[config.mk]
export PLATFORM = sky130hd
export DESIGN_NAME = move_list_ctrl
export DESIGN_NICKNAME = d
export VERILOG_FILES = /design/src/rtl/move_list_pkg.sv /design/src/rtl/move_list_regs.sv /design/src/rtl/move_list_ctrl.sv
export SDC_FILE = /design/constraint.sdc
export NUM_CORES = 1
export LEC_CHECK = 0
export BUFFER_PORTS_ARGS = -buffer_cell sky130_fd_sc_hd__buf_4
export CAP_MARGIN = 25
export CORE_MARGIN = 5
export CORE_UTILIZATION = 30
export DETAILED_ROUTE_END_ITERATION = 8
export GPL_TIMING_DRIVEN = 0
export HOLD_SLACK_MARGIN = 0.02
export PLACE_DENSITY = 0.45
export SETUP_SLACK_MARGIN = 0.4
export SLEW_MARGIN = 20
export SYNTH_ARGS = -nofsm -noshare
export SYNTH_HDL_FRONTEND = slang
export SYNTH_HIERARCHICAL = 1
export SYNTH_SLANG_ARGS = --single-unit
[constraint.sdc]
create_clock -name clk -period 4.6 [get_ports clk]
set_input_delay 0.23 -clock clk [delete_from_list [all_inputs] [get_ports clk]]
set_output_delay 0.23 -clock clk [all_outputs]
set_load 0.005 [all_outputs]
[src/rtl/move_list_pkg.sv]
// Shared types and constants for the move-list controller.
package move_list_pkg;

  typedef enum logic [3:0] {
    ST_IDLE,
    ST_RST,
    ST_WAIT,
    ST_POP,
    ST_LATCH,
    ST_SCAN,
    ST_WCNT,
    ST_WTERM,
    ST_DONE
  } state_e;

  // Reg-0 bit positions
  localparam int unsigned CTRL_START   = 0;
  localparam int unsigned CTRL_DONE    = 1;
  localparam int unsigned CTRL_OVF     = 2;
  localparam int unsigned CTRL_TMO     = 3;
  localparam int unsigned CTRL_CNT_LSB = 16;
  localparam int unsigned CTRL_CNT_W   = 16;

  // Register map
  localparam int unsigned REG_CTRL   = 0;
  localparam int unsigned REG_BOARD0 = 2;
  localparam int unsigned NUM_REGS   = 16;
  localparam int unsigned REG_AW     = 4;

  // Upper bounds accepted by the slot extractor
  localparam int unsigned SLOT_MAX_W = 64;
  localparam int unsigned WORD_MAX_W = 1024;

  // Returns slot idx of a packed FIFO word as {invalid, move}, zero-extended
  function automatic logic [SLOT_MAX_W-1:0] get_slot(input logic [WORD_MAX_W-1:0] word,
                                                     input int unsigned idx,
                                                     input int unsigned slot_w);
    logic [SLOT_MAX_W-1:0] mask;
    mask = (SLOT_MAX_W'(1) << slot_w) - SLOT_MAX_W'(1);
    return SLOT_MAX_W'(word >> (idx * slot_w)) & mask;
  endfunction

endpackage

[src/rtl/move_list_regs.sv]
// 16-word register file with board-state export and latency-1 read mux.
module move_list_regs
  import move_list_pkg::*;
#(
  parameter int unsigned DATA_WIDTH  = 32,
  parameter int unsigned ADDR_WIDTH  = 15,
  parameter int unsigned BOARD_WORDS = 8
) (
  input  logic                     clk,
  input  logic                     rst_n,
  input  logic [ADDR_WIDTH-1:0]    addr_i,
  input  logic                     rd_i,
  input  logic                     wr_i,
  input  logic [DATA_WIDTH-1:0]    wdata_i,
  input  logic [DATA_WIDTH-1:0]    ram_q_i,
  input  logic                     done_i,
  input  logic                     ovf_i,
  input  logic                     tmo_i,
  input  logic [CTRL_CNT_W-1:0]    count_i,
  output logic                     start_o,
  output logic [32*BOARD_WORDS-1:0] bstate_o,
  output logic [DATA_WIDTH-1:0]    rdata_o
);

  if (REG_BOARD0 + BOARD_WORDS > NUM_REGS) begin : g_bad_board
    $error("BOARD_WORDS does not fit in the register file");
  end
  if (DATA_WIDTH < 32) begin : g_bad_dw
    $error("DATA_WIDTH must be at least 32");
  end

  logic                  is_reg_c;
  logic [REG_AW-1:0]     idx_c;
  logic                  start_q;
  logic [DATA_WIDTH-1:0] regs_q [NUM_REGS];
  logic [DATA_WIDTH-1:0] ctrl_c;
  logic [DATA_WIDTH-1:0] rd_q;
  logic                  sel_ram_q;

  assign is_reg_c = addr_i < ADDR_WIDTH'(NUM_REGS);
  assign idx_c    = addr_i[REG_AW-1:0];
  assign start_o  = start_q;

  // Control word: only start is stored here, status bits come from the FSM
  always_comb begin
    ctrl_c                               = '0;
    ctrl_c[CTRL_START]                   = start_q;
    ctrl_c[CTRL_DONE]                    = done_i;
    ctrl_c[CTRL_OVF]                     = ovf_i;
    ctrl_c[CTRL_TMO]                     = tmo_i;
    ctrl_c[CTRL_CNT_LSB +: CTRL_CNT_W]   = count_i;
  end

  // Slave writes; a reg-0 write touches only the start bit
  always_ff @(posedge clk or negedge rst_n) begin
    if (!rst_n) begin
      start_q <= 1'b0;
      for (int i = 0; i < NUM_REGS; i++) regs_q[i] <= '0;
    end else if (wr_i && is_reg_c) begin
      if (idx_c == REG_AW'(REG_CTRL)) start_q <= wdata_i[CTRL_START];
      else                            regs_q[idx_c] <= wdata_i;
    end
  end

  // Read capture; RAM data arrives one cycle later so only the select is kept
  always_ff @(posedge clk or negedge rst_n) begin
    if (!rst_n) begin
      rd_q      <= '0;
      sel_ram_q <= 1'b0;
    end else if (rd_i) begin
      sel_ram_q <= !is_reg_c;
      rd_q      <= (idx_c == REG_AW'(REG_CTRL)) ? ctrl_c : regs_q[idx_c];
    end
  end

  assign rdata_o = sel_ram_q ? ram_q_i : rd_q;

  for (genvar b = 0; b < BOARD_WORDS; b++) begin : g_bstate
    assign bstate_o[32*b +: 32] = regs_q[REG_BOARD0 + b][31:0];
  end

endmodule

[src/rtl/move_list_ctrl.sv]
// Move-list controller: drains LMG FIFO words and compacts valid moves into RAM.
// Optional watchdog enabled by defining MOVE_LIST_CTRL_TIMEOUT_EN.
module move_list_ctrl
  import move_list_pkg::*;
#(
  parameter int unsigned DATA_WIDTH  = 32,
  parameter int unsigned ADDR_WIDTH  = 15,
  parameter int unsigned SLOTS       = 8,
  parameter int unsigned MOVE_W      = 18,
  parameter int unsigned BOARD_WORDS = 8,
  parameter int unsigned LIST_BASE   = 16,
  parameter int unsigned MAX_MOVES   = 255
) (
  input  logic                          clk,
  input  logic                          reset,
  input  logic [ADDR_WIDTH-1:0]         slave_address,
  input  logic                          slave_read,
  input  logic                          slave_write,
  input  logic [DATA_WIDTH-1:0]         slave_writedata,
  output logic [DATA_WIDTH-1:0]         slave_readdata,
  output logic [ADDR_WIDTH-1:0]         ram_wraddr,
  output logic [ADDR_WIDTH-1:0]         ram_rdaddr,
  output logic [DATA_WIDTH-1:0]         ram_wrdata,
  output logic                          ram_wren,
  input  logic [DATA_WIDTH-1:0]         ram_q,
  output logic                          lmg_reset,
  output logic [32*BOARD_WORDS-1:0]     lmg_bstate,
  input  logic                          lmg_done,
  output logic                          lmg_rden,
  input  logic [SLOTS*(MOVE_W+1)-1:0]   lmg_fifo_out,
  output logic                          irq
);

  localparam int unsigned SLOT_W = MOVE_W + 1;
  localparam int unsigned WORD_W = SLOTS * SLOT_W;
  localparam int unsigned CNT_W  = $clog2(MAX_MOVES + 1);
  localparam int unsigned IDX_W  = (SLOTS > 1) ? $clog2(SLOTS) : 1;
  localparam logic [ADDR_WIDTH-1:0] CNT_ADDR   = ADDR_WIDTH'(LIST_BASE);
  localparam logic [ADDR_WIDTH-1:0] LIST_ADDR0 = ADDR_WIDTH'(LIST_BASE + 1);

  if (LIST_BASE + MAX_MOVES + 1 >= 2**ADDR_WIDTH) begin : g_bad_list
    $error("move list does not fit in the RAM address space");
  end
  if (CNT_W > CTRL_CNT_W || SLOT_W > SLOT_MAX_W || WORD_W > WORD_MAX_W || MOVE_W > DATA_WIDTH) begin : g_bad_geom
    $error("unsupported slot/count geometry");
  end

  state_e                  state_q, state_d;
  logic [IDX_W-1:0]        idx_q, idx_d;
  logic [WORD_W-1:0]       word_q, word_d;
  logic                    any_q, any_d;
  logic [CNT_W-1:0]        count_q, count_d;
  logic                    done_q, done_d;
  logic                    ovf_q, ovf_d;
  logic                    tmo_q, tmo_d;
  logic                    start_prev_q;
  logic                    lmg_reset_q, lmg_reset_d;
  logic                    lmg_rden_q, lmg_rden_d;
  logic                    ram_wren_q, ram_wren_d;
  logic [ADDR_WIDTH-1:0]   ram_wraddr_q, ram_wraddr_d;
  logic [DATA_WIDTH-1:0]   ram_wrdata_q, ram_wrdata_d;

  logic                    start_c;
  logic                    host_ram_wr_c;
  logic                    tmo_hit_c;
  logic [SLOT_W-1:0]       slot_c;
  logic                    slot_inv_c;
  logic [MOVE_W-1:0]       slot_move_c;

  move_list_regs #(
    .DATA_WIDTH (DATA_WIDTH),
    .ADDR_WIDTH (ADDR_WIDTH),
    .BOARD_WORDS(BOARD_WORDS)
  ) u_regs (
    .clk      (clk),
    .rst_n    (reset),
    .addr_i   (slave_address),
    .rd_i     (slave_read),
    .wr_i     (slave_write),
    .wdata_i  (slave_writedata),
    .ram_q_i  (ram_q),
    .done_i   (done_q),
    .ovf_i    (ovf_q),
    .tmo_i    (tmo_q),
    .count_i  (CTRL_CNT_W'(count_q)),
    .start_o  (start_c),
    .bstate_o (lmg_bstate),
    .rdata_o  (slave_readdata)
  );

  assign host_ram_wr_c = slave_write && (slave_address >= ADDR_WIDTH'(NUM_REGS));
  assign slot_c        = SLOT_W'(get_slot(WORD_MAX_W'(word_q), 32'(idx_q), SLOT_W));
  assign slot_inv_c    = slot_c[MOVE_W];
  assign slot_move_c   = slot_c[MOVE_W-1:0];

`ifdef MOVE_LIST_CTRL_TIMEOUT_EN
  localparam int unsigned TMO_W = 20;
  logic [TMO_W-1:0] tmo_cnt_q;

  // Watchdog counts while the LMG is being waited on or drained
  always_ff @(posedge clk or negedge reset) begin
    if (!reset)                                                                tmo_cnt_q <= '0;
    else if (state_q inside {ST_WAIT, ST_POP, ST_LATCH, ST_SCAN, ST_WCNT, ST_WTERM}) tmo_cnt_q <= tmo_cnt_q + TMO_W'(1);
    else                                                                       tmo_cnt_q <= '0;
  end

  assign tmo_hit_c = (tmo_cnt_q == '1) && (state_q inside {ST_WAIT, ST_POP, ST_LATCH, ST_SCAN});
`else
  assign tmo_hit_c = 1'b0;
`endif

  // Next-state and registered-output logic
  always_comb begin
    state_d      = state_q;
    idx_d        = idx_q;
    word_d       = word_q;
    any_d        = any_q;
    count_d      = count_q;
    done_d       = done_q;
    ovf_d        = ovf_q;
    tmo_d        = tmo_q;
    lmg_reset_d  = 1'b0;
    lmg_rden_d   = 1'b0;
    ram_wren_d   = 1'b0;
    ram_wraddr_d = ram_wraddr_q;
    ram_wrdata_d = ram_wrdata_q;

    if (!start_c && !(state_q inside {ST_IDLE, ST_DONE})) begin
      // Abort: reset the LMG and leave the list untouched
      lmg_reset_d = 1'b1;
      state_d     = ST_IDLE;
    end else begin
      unique case (state_q)
        ST_IDLE, ST_DONE: begin
          if (host_ram_wr_c) begin
            ram_wren_d   = 1'b1;
            ram_wraddr_d = slave_address;
            ram_wrdata_d = slave_writedata;
          end
          if (state_q == ST_DONE) begin
            if (!start_c) begin
              done_d  = 1'b0;
              state_d = ST_IDLE;
            end
          end else if (start_c && !start_prev_q) begin
            done_d      = 1'b0;
            ovf_d       = 1'b0;
            tmo_d       = 1'b0;
            count_d     = '0;
            lmg_reset_d = 1'b1;
            state_d     = ST_RST;
          end
        end
        ST_RST: state_d = ST_WAIT;
        ST_WAIT: begin
          if (tmo_hit_c) begin
            tmo_d   = 1'b1;
            state_d = ST_WCNT;
          end else if (lmg_done) begin
            lmg_rden_d = 1'b1;
            state_d    = ST_POP;
          end
        end
        ST_POP: begin
          if (tmo_hit_c) begin
            tmo_d   = 1'b1;
            state_d = ST_WCNT;
          end else begin
            state_d = ST_LATCH;
          end
        end
        ST_LATCH: begin
          if (tmo_hit_c) begin
            tmo_d   = 1'b1;
            state_d = ST_WCNT;
          end else begin
            word_d  = lmg_fifo_out;
            idx_d   = '0;
            any_d   = 1'b0;
            state_d = ST_SCAN;
          end
        end
        ST_SCAN: begin
          if (tmo_hit_c) begin
            tmo_d   = 1'b1;
            state_d = ST_WCNT;
          end else if (!slot_inv_c && count_q == CNT_W'(MAX_MOVES)) begin
            ovf_d   = 1'b1;
            state_d = ST_WCNT;
          end else begin
            if (!slot_inv_c) begin
              ram_wren_d   = 1'b1;
              ram_wraddr_d = LIST_ADDR0 + ADDR_WIDTH'(count_q);
              ram_wrdata_d = DATA_WIDTH'(slot_move_c);
              count_d      = count_q + CNT_W'(1);
              any_d        = 1'b1;
            end
            if (idx_q == IDX_W'(SLOTS - 1)) begin
              if (any_q || !slot_inv_c) begin
                lmg_rden_d = 1'b1;
                state_d    = ST_POP;
              end else begin
                state_d = ST_WCNT;
              end
            end else begin
              idx_d = idx_q + IDX_W'(1);
            end
          end
        end
        ST_WCNT: begin
          ram_wren_d   = 1'b1;
          ram_wraddr_d = CNT_ADDR;
          ram_wrdata_d = DATA_WIDTH'(count_q);
          state_d      = ST_WTERM;
        end
        ST_WTERM: begin
          ram_wren_d   = 1'b1;
          ram_wraddr_d = LIST_ADDR0 + ADDR_WIDTH'(count_q);
          ram_wrdata_d = '0;
          done_d       = 1'b1;
          state_d      = ST_DONE;
        end
        default: state_d = ST_IDLE;
      endcase
    end
  end

  // State register
  always_ff @(posedge clk or negedge reset) begin
    if (!reset) state_q <= ST_IDLE;
    else        state_q <= state_d;
  end

  // Datapath and output registers
  always_ff @(posedge clk or negedge reset) begin
    if (!reset) begin
      idx_q        <= '0;
      word_q       <= '0;
      any_q        <= 1'b0;
      count_q      <= '0;
      done_q       <= 1'b0;
      ovf_q        <= 1'b0;
      tmo_q        <= 1'b0;
      start_prev_q <= 1'b0;
      lmg_reset_q  <= 1'b0;
      lmg_rden_q   <= 1'b0;
      ram_wren_q   <= 1'b0;
      ram_wraddr_q <= '0;
      ram_wrdata_q <= '0;
    end else begin
      idx_q        <= idx_d;
      word_q       <= word_d;
      any_q        <= any_d;
      count_q      <= count_d;
      done_q       <= done_d;
      ovf_q        <= ovf_d;
      tmo_q        <= tmo_d;
      start_prev_q <= start_c;
      lmg_reset_q  <= lmg_reset_d;
      lmg_rden_q   <= lmg_rden_d;
      ram_wren_q   <= ram_wren_d;
      ram_wraddr_q <= ram_wraddr_d;
      ram_wrdata_q <= ram_wrdata_d;
    end
  end

  assign ram_rdaddr = slave_address;
  assign ram_wraddr = ram_wraddr_q;
  assign ram_wrdata = ram_wrdata_q;
  assign ram_wren   = ram_wren_q;
  assign lmg_reset  = lmg_reset_q;
  assign lmg_rden   = lmg_rden_q;
  assign irq        = done_q;

endmodule

==> results of run 1 <==
## report_power, final
part / internal (uW) / switching, uW
logic: 588 / 684
clock network: 4080 / 2900
registers: 6710 / 102
## routing by layer
metal  track usage (%)  up-vias  part of all wire, %
li1                  -    11200                    -
met1              27.8    13400                   42
met2              36.5      861                   49
met3              5.04      163                  6.8
met4              5.32        2                  2.1
met5                 0        -                0.010
## logic make-up after synthesis
kind of cell	count (synthesis)	share of synthesized area, %
flops	746	51.5
buf+inv	518	8.77
xor+xnor	7	0.169
simple gates	224	3.11
fa+ha+maj	3	0.104
compound gates	222	4.41
mux	942	32.0
other cells	1	0.0103
## what timing repair did
action,4_1_cts,5_1_grt
gates resized for setup,0,0
endpoints found under the hold margin,539,0
hold buffers,202,0
## layout make-up
class / count / area, um^2
clock buffer: 130 / 2600
clock inverter: 26 / 259
multi-input combinational: 1407 / 14500
timing repair buffer: 802 / 6720
sequential: 746 / 18700
tap: 1612 / 2020
inverter: 33 / 124
buffer: 485 / 3060
antenna: 6 / 15.0
fill: 11400 / 72100
## path summary, 6_finish.rpt
kind                                         to               start  slack (ps)  cells past startpoint
max in group asynchronous   u_regs/bstate_o[78]               reset        2960                      5
setup reg to reg                 ram_wrdata[16]            idx_q[1]        1440                      6
hold / removal                       word_q[40]               reset         220                      3
min in group clk                  ram_wraddr[1]    slave_address[1]         290                      3
setup / recovery           u_regs/bstate_o[165]    slave_address[7]        1220                      7
hold reg to reg              u_regs/regs_q[484]  u_regs/regs_q[484]         460                      1
## state kept, by name, indices dropped and copies added, names as in the netlist, 3 cells and up
| name | count |
|---|---|
| u_regs/rd_q | 32 |
| u_regs/regs_q | 235 |
| ram_wrdata | 32 |
| idx_q | 3 |
| u_regs/bstate_o | 256 |
| word_q | 152 |
| count_q | 8 |
| ram_wraddr | 15 |
| state_q | 4 |
## synthesized netlist by cell type, drive strengths merged (6+ instances only)
master / count
nor3: 29
mux2: 697
clkbuf: 95
and3: 6
a22oi: 7
nand2b: 9
a22o: 11
nor2b: 26
a21oi: 25
o22ai: 16
mux2i: 143
nand3: 10
nor2: 45
mux4: 102
buf: 390
dfrtp: 746
a211oi: 36
o21ai: 32
a211o: 12
o221ai: 30
inv: 33
nand2: 66
a31oi: 17
a221oi: 8
nor4: 7
a2111oi: 14
## worst min-delay path, cell delays in order
cell,delay [ps]
dlygate4sd3_1,560
buf_8,140
buf_16,350
## metrics by stage
stage / area, um^2 / hold WS [ps]
3_3_place_gp: 42700 / 435
6_report: 47900 / 215
4_1_cts: 47900 / 192
5_1_grt: 47900 / 221
3_5_place_dp: 43000 / 61.8
2_1_floorplan: 36300 / -65.6
==> impl_table.tex, run 1 <==
\begin{tabular}{lr}
\hline
Metric & Value \\
\hline
\multicolumn{2}{l}{\textbf{Floorplan}} \\
\quad Initial Util & between 30\% and 40\% \\
\quad Height of the die & 358 um \\
\quad Std cell rows & 127 \\
\quad IO Count & slightly below 600 \\
\quad Die Area & approximately 130,000 um\^{}2 \\
\quad DIE WIDTH & between 300 and 400 um \\
\quad CORE AREA & $\sim$120,000 um\^{}2 \\
\multicolumn{2}{l}{\textbf{Timing}} \\
\quad Maximum clock frequency & slightly below 300 MHz \\
\quad Post-route clock period utilization & around 73\% \\
\quad Largest clock skew in the final design & approximately 22 ps \\
\quad Post-layout min period & roughly 3400 ps \\
\quad Pin slew with the least headroom to its limit & 1100 ps \\
\quad Final Hold Fails & 0 \\
\quad Least setup slack across all paths after layout & $\sim$1200 ps \\
\quad Total of endpoints with negative setup slack in the final report & 0 \\
\quad Slew Limit Fails & 0 \\
\quad Setup tns final & 0 ps \\
\quad Worst slew slack as a fraction of its limit & 26.7\% \\
\quad Setup repair after global routing missed its margin & no \\
\multicolumn{2}{l}{\textbf{Setup path}} \\
\quad Crit path buffers/inverters & 3 \\
\quad Slowest library cell on the worst path & nor3\_1 \\
\quad Endpoint kind of the worst setup timing path & register \\
\quad Type of element launching the critical path & input pin \\
\quad Maximum net fanout on the critical path & 10 \\
\quad Endpoint arrival time on the critical path & $\sim$3900 ps \\
\quad Critical path, cell by cell & dlygate4sd3\_1 -> buf\_4 -> nor3\_1 -> nand4\_1 -> nor2\_1 -> buf\_2 -> mux2\_2 \\
\quad Critical Path Max Stage Delay & roughly 760 ps \\
\quad Required time worst endpoint & 5130 ps \\
\quad Classification of the worst setup path & in -> reg \\
\quad Largest delay contributor family on the critical path & simple AND/OR/NAND/NOR gates \\
\multicolumn{2}{l}{\textbf{Detailed routing}} \\
\quad ANT nets after route & 0 \\
\quad Detailed router's first-iteration violation count & 1,374 \\
\quad Remaining design rule violation count & 0 \\
\quad Total detailed-routing wirelength & around 140,000 um \\
\quad Total number of vias & 25,600 \\
\quad Detailed-router iteration count before antenna repair & 5 \\
\quad Avg WL per Cell & around 27 um \\
\quad Post-DR vias/cell & between 4 and 5 \\
\multicolumn{2}{l}{\textbf{Final layout}} \\
\quad Layout Utilization & between 30\% and 40\% \\
\quad Area Overhead vs Synth & 32.1\% \\
\quad Post-route non-filler standard cell count & 5,247 \\
\quad Ratio of cells with drive above 1 in the final layout & roughly 50\% \\
\quad Total number of nets in the final design & 3,804 \\
\quad Most frequent cells in the layout & buf\_4 (870), dfrtp\_1 (746), mux2\_2 (584) \\
\quad Most common cell after layout, fill and taps aside & buf\_4 \\
\multicolumn{2}{l}{\textbf{Synthesis}} \\
\quad Sequential element share of the synthesized area & about half \\
\quad Number of distinct standard cells referenced by the synthesized netlist & between 50 and 60 \\
\quad Yosys top cell area share & roughly 51\% \\
\quad Post-synth EDFFs & 0 \\
\quad Mapped Cells & 2,663 \\
\quad Library cell with the largest summed area after synthesis & dfrtp\_1 \\
\quad Async SR Flop Fraction & 100\% \\
\quad Number of synthesis warnings & 6 \\
\quad Synthesized cell area & between 30,000 and 40,000 um\^{}2 \\
\quad Register bit count reported by yosys & around 750 \\
\quad Cell types occupying the most area after synthesis & dfrtp\_1 (51\%), mux2\_2 (18\%), mux4\_2 (6.3\%), buf\_4 (5.9\%), mux2i\_1 (3.9\%) \\
\quad Most used flip-flop cell after synthesis & dfrtp\_1 \\
\quad Average cell area after synthesis & roughly 14 um\^{}2 \\
\multicolumn{2}{l}{\textbf{Pwr}} \\
\quad Leakage dissipation & approximately 0.023 uW \\
\quad Power density cells & $\sim$310 nW/um\^{}2 \\
\quad Final Total Pwr & $\sim$15,000 uW \\
\quad Peak VDD IR & around 0.22 mV \\
\multicolumn{2}{l}{\textbf{Run status}} \\
\quad Run status & finished, final reports clean \\
\multicolumn{2}{l}{\textbf{Run}} \\
\quad Reported max-cap violation count & 0 \\
\multicolumn{2}{l}{\textbf{Place}} \\
\quad Global placement routability congestion & about 0.83 \\
\quad Port bufs & 588 \\
\quad Worst setup slack before clock tree synthesis & between 900 and 1000 ps \\
\quad Number of placed cells counting well taps & between 4,000 and 5,000 \\
\quad Detailed placement HPWL & 106,000 um \\
\multicolumn{2}{l}{\textbf{Clocking}} \\
\quad Depth of the CTS H-tree & 3 \\
\quad Clock root buffer master & clkbuf\_16 \\
\quad CTS clk-pin slew, worst paths & approximately 60 ps \\
\quad Clk sink count & about 750 \\
\quad Clock tree from TritonCTS & yes \\
\quad Largest buffer count on any clock path & 3 \\
\quad Clock latency of the later-clocked register in the worst-skew pair & 660 ps \\
\quad Clock buffer count from CTS & 90 \\
\quad Buffers inserted during post-CTS setup optimization & 0 \\
\multicolumn{2}{l}{\textbf{GRT}} \\
\quad Wire length of the first global-routing pass & 200,000 um \\
\quad Total track usage & $\sim$21\% \\
\quad Number of antenna violations at the first check in global routing & 10 \\
\quad Gr ovfl total & 0 \\
\quad Vias in the first global route & about 28,000 \\
\quad Pin count of the biggest net entering global routing & 95 \\
\multicolumn{2}{l}{\textbf{Hold path}} \\
\quad Worst hold-check path type & in -> async \\
\hline
\end{tabular}
(Power assumes the default switching activity.)
==> run 2: changes to the inputs <==
clock period = 3.5 ns   (was 4.6 ns; I/O delays follow)
==> impl_table.tex, run 2 (synthesis results as in run 1) <==
\begin{tabular}{lr}
\hline
Metric & Value \\
\hline
\multicolumn{2}{l}{\textbf{Run status}} \\
\quad Run status & finished, final reports clean \\
\multicolumn{2}{l}{\textbf{Final layout}} \\
\quad Flip-flop count of the largest register after layout & roughly 260 \\
\quad Most frequent cells in the layout & buf\_4 (870), dfrtp\_1 (746), mux2\_2 (584) \\
\quad \# fillers & approximately 11,000 \\
\quad Area Overhead vs Synth & 32.2\% \\
\quad Most common cell after layout, fill and taps aside & buf\_4 \\
\quad Post-route non-filler standard cell count & approximately 5,200 \\
\quad Layout Utilization & 40.0\% \\
\quad Ratio of cells with drive above 1 in the final layout & 50.1\% \\
\quad Total number of nets in the final design & between 3,000 and 4,000 \\
\multicolumn{2}{l}{\textbf{Clocking}} \\
\quad Clk sink count & approximately 750 \\
\quad Largest buffer count on any clock path & 3 \\
\quad Depth of the CTS H-tree & 3 \\
\quad CTS clk-pin slew, worst paths & around 60 ps \\
\quad Clock latency of the later-clocked register in the worst-skew pair & 660 ps \\
\quad Buffers inserted during post-CTS setup optimization & 0 \\
\quad Clock root buffer master & clkbuf\_16 \\
\quad Clock buffer count from CTS & 90 \\
\quad Clock tree from TritonCTS & yes \\
\multicolumn{2}{l}{\textbf{GRT}} \\
\quad Vias in the first global route & 27,700 \\
\quad Gr ovfl total & 0 \\
\quad Wire length of the first global-routing pass & between 150,000 and 200,000 um \\
\quad Number of antenna violations at the first check in global routing & 10 \\
\quad Total track usage & a little over a fifth \\
\quad Pin count of the biggest net entering global routing & 95 \\
\multicolumn{2}{l}{\textbf{Place}} \\
\quad Detailed placement HPWL & 106,000 um \\
\quad Global placement routability congestion & a little over 0.8 \\
\quad Number of placed cells counting well taps & 4,880 \\
\quad Port bufs & $\sim$590 \\
\multicolumn{2}{l}{\textbf{Setup path}} \\
\quad Endpoint kind of the worst setup timing path & register \\
\quad Critical path, cell by cell & dlygate4sd3\_1 -> buf\_4 -> clkbuf\_1 -> or2\_2 -> buf\_2 -> nor2\_1 -> buf\_2 -> mux2\_2 \\
\quad Maximum net fanout on the critical path & 10 \\
\quad Slowest library cell on the worst path & dlygate4sd3\_1 \\
\quad Cell repeated most along the worst path & buf\_2 \\
\quad Classification of the worst setup path & in -> reg \\
\quad Type of element launching the critical path & input pin \\
\quad Endpoint arrival time on the critical path & about 3500 ps \\
\quad Critical Path Max Stage Delay & approximately 600 ps \\
\quad Required time worst endpoint & 4030 ps \\
\multicolumn{2}{l}{\textbf{Detailed routing}} \\
\quad Total detailed-routing wirelength & 140,000 um \\
\quad Detailed router's first-iteration violation count & approximately 1,400 \\
\quad Post-DR vias/cell & roughly 4.9 \\
\quad Avg WL per Cell & between 20 and 30 um \\
\quad Detailed-router iteration count before antenna repair & 5 \\
\quad ANT nets after route & 0 \\
\quad Total number of vias & $\sim$26,000 \\
\quad Remaining design rule violation count & 0 \\
\multicolumn{2}{l}{\textbf{Pwr}} \\
\quad Part of the power in registers & between 40\% and 50\% \\
\quad Power spent charging and discharging nets & a little under 5000 uW \\
\quad Leakage dissipation & around 0.023 uW \\
\quad Switching portion of total power & between 20\% and 30\% \\
\quad Final Total Pwr & 19,800 uW \\
\quad Comb power frac & 8.4\% \\
\quad Power density cells & approximately 410 nW/um\^{}2 \\
\quad Internal portion of total power & 15,000 uW \\
\quad Clock share of power & 46.4\% \\
\quad Peak VDD IR & $\sim$0.28 mV \\
\multicolumn{2}{l}{\textbf{Timing}} \\
\quad Worst slew slack as a fraction of its limit & 28.2\% \\
\quad Slew Limit Fails & 0 \\
\quad Worst hold-check slack & approximately 150 ps \\
\quad Post-layout min period & around 2900 ps \\
\quad Final Hold Fails & 0 \\
\quad Setup repair after global routing missed its margin & no \\
\quad Maximum clock frequency & between 300 and 400 MHz \\
\quad Total of endpoints with negative setup slack in the final report & 0 \\
\quad Post-route clock period utilization & about 84\% \\
\quad Largest clock skew in the final design & between 20 and 25 ps \\
\quad Pin slew with the least headroom to its limit & between 1000 and 1500 ps \\
\multicolumn{2}{l}{\textbf{Floorplan}} \\
\quad Initial Util & $\sim$30\% \\
\quad CORE AREA & between 100,000 and 150,000 um\^{}2 \\
\quad DIE WIDTH & between 300 and 400 um \\
\quad Die Area & about 130,000 um\^{}2 \\
\quad IO Count & 590 \\
\quad Height of the die & about 360 um \\
\quad Std cell rows & 127 \\
\multicolumn{2}{l}{\textbf{Hold path}} \\
\quad Worst hold-check path type & in -> async \\
\multicolumn{2}{l}{\textbf{Run}} \\
\quad Reported max-cap violation count & 0 \\
\hline
\end{tabular}
run 2: changes by cell type in the layout (fill, tap and decap cells not counted), sizes merged:
cell / change
buf: -1
clkdlybuf4s15: +1
diode: +1
run 2: final timing paths:
kind | startpoint | endpoint | slack, ps | cells past startpoint
max | slave_address[3] | u_regs/bstate_o[5] | 570 | 8
min | reset | word_q[40] | 150 | 3
max reg2reg | count_q[1] | count_q[6] | 590 | 8
min reg2reg | u_regs/regs_q[484] | u_regs/regs_q[484] | 460 | 1
max in group asynchronous | reset | u_regs/bstate_o[15] | 1920 | 5
min in group clk | slave_address[12] | u_regs/sel_ram_q | 210 | 4
run 2: critical path: cells and delay by family:
kind	cells	cell delay, ps
buffers and inverters	5	1890
multiplexers	1	390
AND/OR/NAND/NOR	2	970
run 2: power groups by stage:
stage | combinational (uW) | clock (uW) | sequential, uW
2_1_floorplan | 547 | 0 | 9040
3_3_place_gp | 1440 | 0 | 9090
3_5_place_dp | 1510 | 0 | 9100
4_1_cts | 1700 | 9500 | 8950
5_1_grt | 1800 | 9800 | 8960
6_report | 1670 | 9180 | 8950
run 2: per-layer routing:
| layer | vias up | share of wire, % | GRT usage (%) |
|---|---|---|---|
| met5 | - | 0.010 | 0 |
| met4 | 2 | 2.2 | 5.32 |
| met3 | 171 | 6.8 | 5.03 |
| met1 | 13500 | 42 | 27.8 |
| met2 | 833 | 49 | 36.5 |
| li1 | 11200 | - | - |
run 2: through the flow:
| stage | setup WS (ps) | instance area, um^2 | TNS [ps] |
|---|---|---|---|
| 4_1_cts | 424 | 47900 | 0 |
| 3_5_place_dp | -53.2 | 43000 | -449 |
| 6_report | 574 | 47900 | 0 |
| 3_3_place_gp | -6420 | 42700 | -4658450 |
| 5_1_grt | 435 | 47900 | 0 |
| 2_1_floorplan | 1420 | 36300 | 0 |
run 2: cell type report:
type	count	area, um^2	share of cell area [%]
Sequential cell	746	18700	38.9
Multi-Input combinational cell	1407	14500	30.1
Timing Repair Buffer	802	6720	14.0
Buffer	485	3070	6.41
Clock buffer	130	2600	5.43
Tap cell	1612	2020	4.21
Clock inverter	26	259	0.540
Inverter	33	124	0.258
Antenna cell	7	17.5	0.0365
run 2: repair_timing:
action	CTS	global route
resized for setup	4	0
endpoints found under the hold margin	548	0
endpoints found under the setup margin	2	0
hold buffers	202	0
